`src/rtl/ram_arbiter.sv`:
```
// Two-master round-robin arbiter/sequencer for the single-port ram; ARB_FIXED_PRIO_EN selects fixed m0 priority.
// Latency: gnt in cycle N, ram access in N+1, registered ack/rdata in N+2 (one access per 2 cycles).
// Backpressure: a master holds req/we/adr/wdata until gnt; no grant is issued while an access is in flight.
`ifndef DATA_WIDTH
`define DATA_WIDTH 8
`endif

module ram_arbiter #(
    parameter int ADR_W  = 4,
    parameter int DATA_W = `DATA_WIDTH
) (
    input  logic              clk,
    input  logic              rst,

    input  logic              m0_req,
    input  logic              m0_we,
    input  logic [ADR_W-1:0]  m0_adr,
    input  logic [DATA_W-1:0] m0_wdata,
    output logic              m0_gnt,
    output logic              m0_ack,
    output logic [DATA_W-1:0] m0_rdata,

    input  logic              m1_req,
    input  logic              m1_we,
    input  logic [ADR_W-1:0]  m1_adr,
    input  logic [DATA_W-1:0] m1_wdata,
    output logic              m1_gnt,
    output logic              m1_ack,
    output logic [DATA_W-1:0] m1_rdata,

    output logic              ram_we,
    output logic [ADR_W-1:0]  ram_adr,
    output logic [DATA_W-1:0] ram_din,
    input  logic [DATA_W-1:0] ram_dout
);

    typedef enum logic {
        IDLE   = 1'b0,
        ACCESS = 1'b1
    } state_e;

    state_e              state_q, state_d;
    logic                last_gnt_q, last_gnt_d;
    logic                cmd_we_q, cmd_we_d;
    logic [ADR_W-1:0]    cmd_adr_q, cmd_adr_d;
    logic [DATA_W-1:0]   cmd_wdata_q, cmd_wdata_d;
    logic                cmd_id_q, cmd_id_d;
    logic                m0_ack_q, m0_ack_d;
    logic                m1_ack_q, m1_ack_d;
    logic [DATA_W-1:0]   m0_rdata_q, m0_rdata_d;
    logic [DATA_W-1:0]   m1_rdata_q, m1_rdata_d;

    logic                any_req;
    logic                pick1;
    logic                grant;
    logic                read_done;

    assign any_req = m0_req | m1_req;

`ifdef ARB_FIXED_PRIO_EN
    assign pick1 = m1_req & ~m0_req;
`else
    // On a tie, the master that did not win last time gets the slot.
    assign pick1 = m1_req & (~m0_req | ~last_gnt_q);
`endif

    // ---------------- FSM: state register ----------------
    always_ff @(posedge clk or posedge rst) begin
        if (rst) begin
            state_q <= IDLE;
        end else begin
            state_q <= state_d;
        end
    end

    // ---------------- FSM: next state ----------------
    always_comb begin
        state_d = state_q;
        case (state_q)
            IDLE:    if (grant) state_d = ACCESS;
            ACCESS:  state_d = IDLE;
            default: state_d = IDLE;
        endcase
    end

    // ---------------- FSM: outputs ----------------
    // Gated by rst so grants and the RAM write strobe drop the moment reset rises.
    always_comb begin
        grant  = 1'b0;
        m0_gnt = 1'b0;
        m1_gnt = 1'b0;
        ram_we = 1'b0;
        case (state_q)
            IDLE: begin
                grant  = any_req & ~rst;
                m0_gnt = grant & ~pick1;
                m1_gnt = grant & pick1;
            end
            ACCESS: begin
                ram_we = cmd_we_q & ~rst;
            end
            default: ;
        endcase
    end

    // ---------------- datapath next state ----------------
    assign read_done = (state_q == ACCESS) & ~cmd_we_q;

    always_comb begin
        last_gnt_d  = last_gnt_q;
        cmd_we_d    = cmd_we_q;
        cmd_adr_d   = cmd_adr_q;
        cmd_wdata_d = cmd_wdata_q;
        cmd_id_d    = cmd_id_q;
        m0_rdata_d  = m0_rdata_q;
        m1_rdata_d  = m1_rdata_q;

        if (grant) begin
            cmd_id_d    = pick1;
            last_gnt_d  = pick1;
            cmd_we_d    = pick1 ? m1_we    : m0_we;
            cmd_adr_d   = pick1 ? m1_adr   : m0_adr;
            cmd_wdata_d = pick1 ? m1_wdata : m0_wdata;
        end

        if (read_done && !cmd_id_q) m0_rdata_d = ram_dout;
        if (read_done &&  cmd_id_q) m1_rdata_d = ram_dout;

        m0_ack_d = (state_q == ACCESS) & ~cmd_id_q;
        m1_ack_d = (state_q == ACCESS) &  cmd_id_q;
    end

    always_ff @(posedge clk or posedge rst) begin
        if (rst) begin
            last_gnt_q  <= 1'b1;
            cmd_we_q    <= 1'b0;
            cmd_adr_q   <= '0;
            cmd_wdata_q <= '0;
            cmd_id_q    <= 1'b0;
            m0_ack_q    <= 1'b0;
            m1_ack_q    <= 1'b0;
            m0_rdata_q  <= '0;
            m1_rdata_q  <= '0;
        end else begin
            last_gnt_q  <= last_gnt_d;
            cmd_we_q    <= cmd_we_d;
            cmd_adr_q   <= cmd_adr_d;
            cmd_wdata_q <= cmd_wdata_d;
            cmd_id_q    <= cmd_id_d;
            m0_ack_q    <= m0_ack_d;
            m1_ack_q    <= m1_ack_d;
            m0_rdata_q  <= m0_rdata_d;
            m1_rdata_q  <= m1_rdata_d;
        end
    end

    // The command registers only move at a grant, so in IDLE the RAM address/data hold the last access.
    assign ram_adr  = cmd_adr_q;
    assign ram_din  = cmd_wdata_q;
    assign m0_ack   = m0_ack_q;
    assign m1_ack   = m1_ack_q;
    assign m0_rdata = m0_rdata_q;
    assign m1_rdata = m1_rdata_q;

endmodule

```
`config.mk`:
```
export PLATFORM = sky130hd
export DESIGN_NAME = ram_arbiter
export DESIGN_NICKNAME = d
export VERILOG_FILES = /design/src/rtl/ram_arbiter.sv
export SDC_FILE = /design/constraint.sdc
export NUM_CORES = 1
export LEC_CHECK = 0
export ABC_AREA = 1
export BUFFER_PORTS_ARGS = -buffer_cell sky130_fd_sc_hd__buf_2
export CORE_MARGIN = 2
export CORE_UTILIZATION = 44
export CTS_BUF_LIST = sky130_fd_sc_hd__clkbuf_4 sky130_fd_sc_hd__clkbuf_8
export CTS_CLUSTER_SIZE = 16
export DETAILED_ROUTE_END_ITERATION = 10
export PLACE_DENSITY = 0.78
export SETUP_SLACK_MARGIN = 0.15
export SLEW_MARGIN = 10
export SYNTH_ARGS = -nofsm -noshare
export SYNTH_HDL_FRONTEND = slang
export SYNTH_SLANG_ARGS = --single-unit
```
`constraint.sdc`:
```
create_clock -name clk -period 1.3 [get_ports clk]
set_input_delay 0 -clock clk [delete_from_list [all_inputs] [get_ports clk]]
set_output_delay 0 -clock clk [all_outputs]
set_load 0.1 [all_outputs]
```
==> run summary <==
vias in the first global route - 1644
register share of total power - 26.1%
Async SR Flop Fraction - 100%
Comb pwr share - 57.9%
Post-synth EDFFs - 0
Setup crit end kind - output port
top cells by area, synth - dfrtp_1, nand2_1, inv_1, nand3_1, buf_6
Setup CP Type - flip-flop to output port
worst hold path type - input port to flip-flop
post-synthesis cell count - 195
Critical Path AT - 1460 ps
Die Area - 0.00414 mm2
Worst R2R Setup Slack - 100 ps
Psw - 3.47 mW
minimum clock period - 1460 ps
Synth warnings - 0
outcome - complete, but fails checks
final setup violation count - 3
number of DRC markers in iteration 0 - 59
final hold vios - 0
clock sinks - 34
DRC viols - 0
routed wire length - 4920 um
critical path peak fanout - 3
Routed Antenna Nets - 0
initial antenna violation count - 0
Reg clk slew, reported paths - 110 ps
maximum vdd drop - 0.00110 V
Overflow after GRT - 0
core area - 0.00342 mm2
Power Density - 2250 mW/mm2
chip width - 64.3 um
# fillers - 224
Startpoint Class - flip-flop
final RePlAce weighted congestion - 0.754
Clk Latency, worst-skew pair - 360 ps
most frequent cells in the layout - nand2_1, buf_2, inv_1, dlygate4sd3_1
reg2reg path depth - 6
final worst path period share - 112%
synth-to-layout area growth - 73.3%
clk buf depth - 2
wire per inst - 13.7 um
Tot Pwr - 6.24 mW
layout net count - 349
vias after detailed routing - 1670
sequential share of the synthesized area - 53.2%
worst-margin pin slew - 483 ps
worst rel slew slack - 68.0%
sw frac - 55.6%
Post-Syn Area - 0.00160 mm2
Worst Setup EP - m0_gnt
CTS tree - yes
Yosys top cell by area - dfrtp_1
setup ws final - -162 ps
Root Buffer Master - clkbuf_4
vias per inst - 4.66
dpl hpwl - 2530 um
Slew Viols, Final - 0
H-tree depth - 2
I/O Buffers - 70
Clock power frac - 16.0%
worst r2r dst - ram_din[4]
antenna cells - 0
sum of negative setup slack - -242 ps
failing checks - setup timing
area taken by multi-input logic gates - 639 um2
Synth Flop Type - dfrtp_1
pin count of the biggest net entering global routing - 35
Crit path required time - 1300 ps
#FFs+latches synth - 34
Mapped Nets - 233
clk_skew - 10.5 ps
DR pass1 iterations - 4
Mean Syn Cell Area - 8.21 um2
starting density of the core - 46.8%
RSZ-0062 raised after global routing - true
first-pass GRT wire length - 7420 um
max-cap violation count - 0
f_max - 684 MHz
R2R Path Start - last_gnt_q
GRT Util Overall - 23.7%
Yosys cell types - 18
Crit. Startpoint - last_gnt_q
Rows - 21
Int Power - 2.77 mW
I/O Pins - 71
Reg area - 876 um2
ratio of cells with drive above 1 in the final layout - 43.9%
Post-Route Hold Slack - 86.4 ps
Die H - 64.3 um
Synth top area share - 51.6%
most common cell after layout, fill and taps aside - nand2_1
Leakage - 1.50 nW
Post-Place Setup Slack - 49.6 ps
CTS buffer count - 5
==> synthesized netlist by cell type, types with 2 or more instances <==
master   count
inv_1       39
o21ai_1      6
dfrtp_1     33
buf_2        2
nand2_1     60
nand2_2      5
o21ai_0     10
buf_6        5
nand3_1     26
==> timing repair <==
| action | in CTS | in global routing |
|---|---|---|
| gates cloned | 0 | 1 |
| gates resized for setup | 18 | 37 |
| hold buffers | 35 | 0 |
| setup buffers | 3 | 4 |
| hold endpoints to repair | 62 | 0 |
| pin swaps | 2 | 11 |
| setup endpoints to repair | 30 | 42 |
==> layout make-up <==
class | instances | area share [%]
well taps | 46 | 2.08
repair buffers | 116 | 33.4
multi-input cells | 114 | 23.1
flip-flops and latches | 34 | 31.6
clock inverters | 3 | 2.48
inverters | 40 | 6.00
clock buffers | 5 | 1.35
==> how the worst min path moves through the flow <==
stage                 from    endpoint  depth (start not counted)
finish              m1_req  last_gnt_q                          5
global route        m1_req  last_gnt_q                          5
detailed placement     rst      m1_ack                          3
CTS                 m1_req  last_gnt_q                          5
global placement       rst    cmd_id_q                          3
floorplan              rst    cmd_id_q                          1
==> registers in the layout, summed over array words and instances (netlist names) <==
signal and cells:
m0_ack 1, m1_rdata 8, m1_ack 1, last_gnt_q 1
ram_din 8, m0_rdata 8, ram_adr 4, state_q 1
cmd_we_q 1, cmd_id_q 1
==> stage by stage <==
step	utilization, %	cells	cell area [um2]
global route	81.2	358	2770
floorplan	-	195	1670
global placement	61.2	307	2090
detailed placement	61.2	307	2090
finish	81.2	358	2770
CTS	76.8	353	2630
==> per-layer routing <==
metal  global-route usage [%]  routed length (um)  vias to the layer above  part of all wire [%]
met2                     42.4                2680                       60                    54
met5                        0                   0                        -                     0
li1                         -                   -                      823                     -
met1                     26.5                1810                      773                    37
met4                     7.45                 156                        0                   3.2
met3                     7.92                 282                       14                   5.7
==> power groups by stage <==
stage | clock [mW] | combinational [mW] | sequential, mW
6_report | 0.996 | 3.61 | 1.63
3_5_place_dp | 0 | 3.24 | 1.61
2_1_floorplan | 0 | 0.483 | 3.84
3_3_place_gp | 0 | 3.21 | 1.59
4_1_cts | 1.00 | 3.42 | 1.59
5_1_grt | 1.06 | 3.75 | 1.67
==> worst max-delay path: stages (launching register included) <==
cell	delay, ps
dfstp_2	570
nand2_4	90
buf_12	140
a21oi_4	130
buf_12	190
==> cells by family after synthesis <==
family,after synthesis,share of synthesized area (%)
AO/OA/AOI/OAI,17,5.55
buffers and inverters,48,14.2
flip-flops,34,53.2
AND/OR/NAND/NOR,96,27.1
Note: power is estimated with default switching activity, not from simulation.
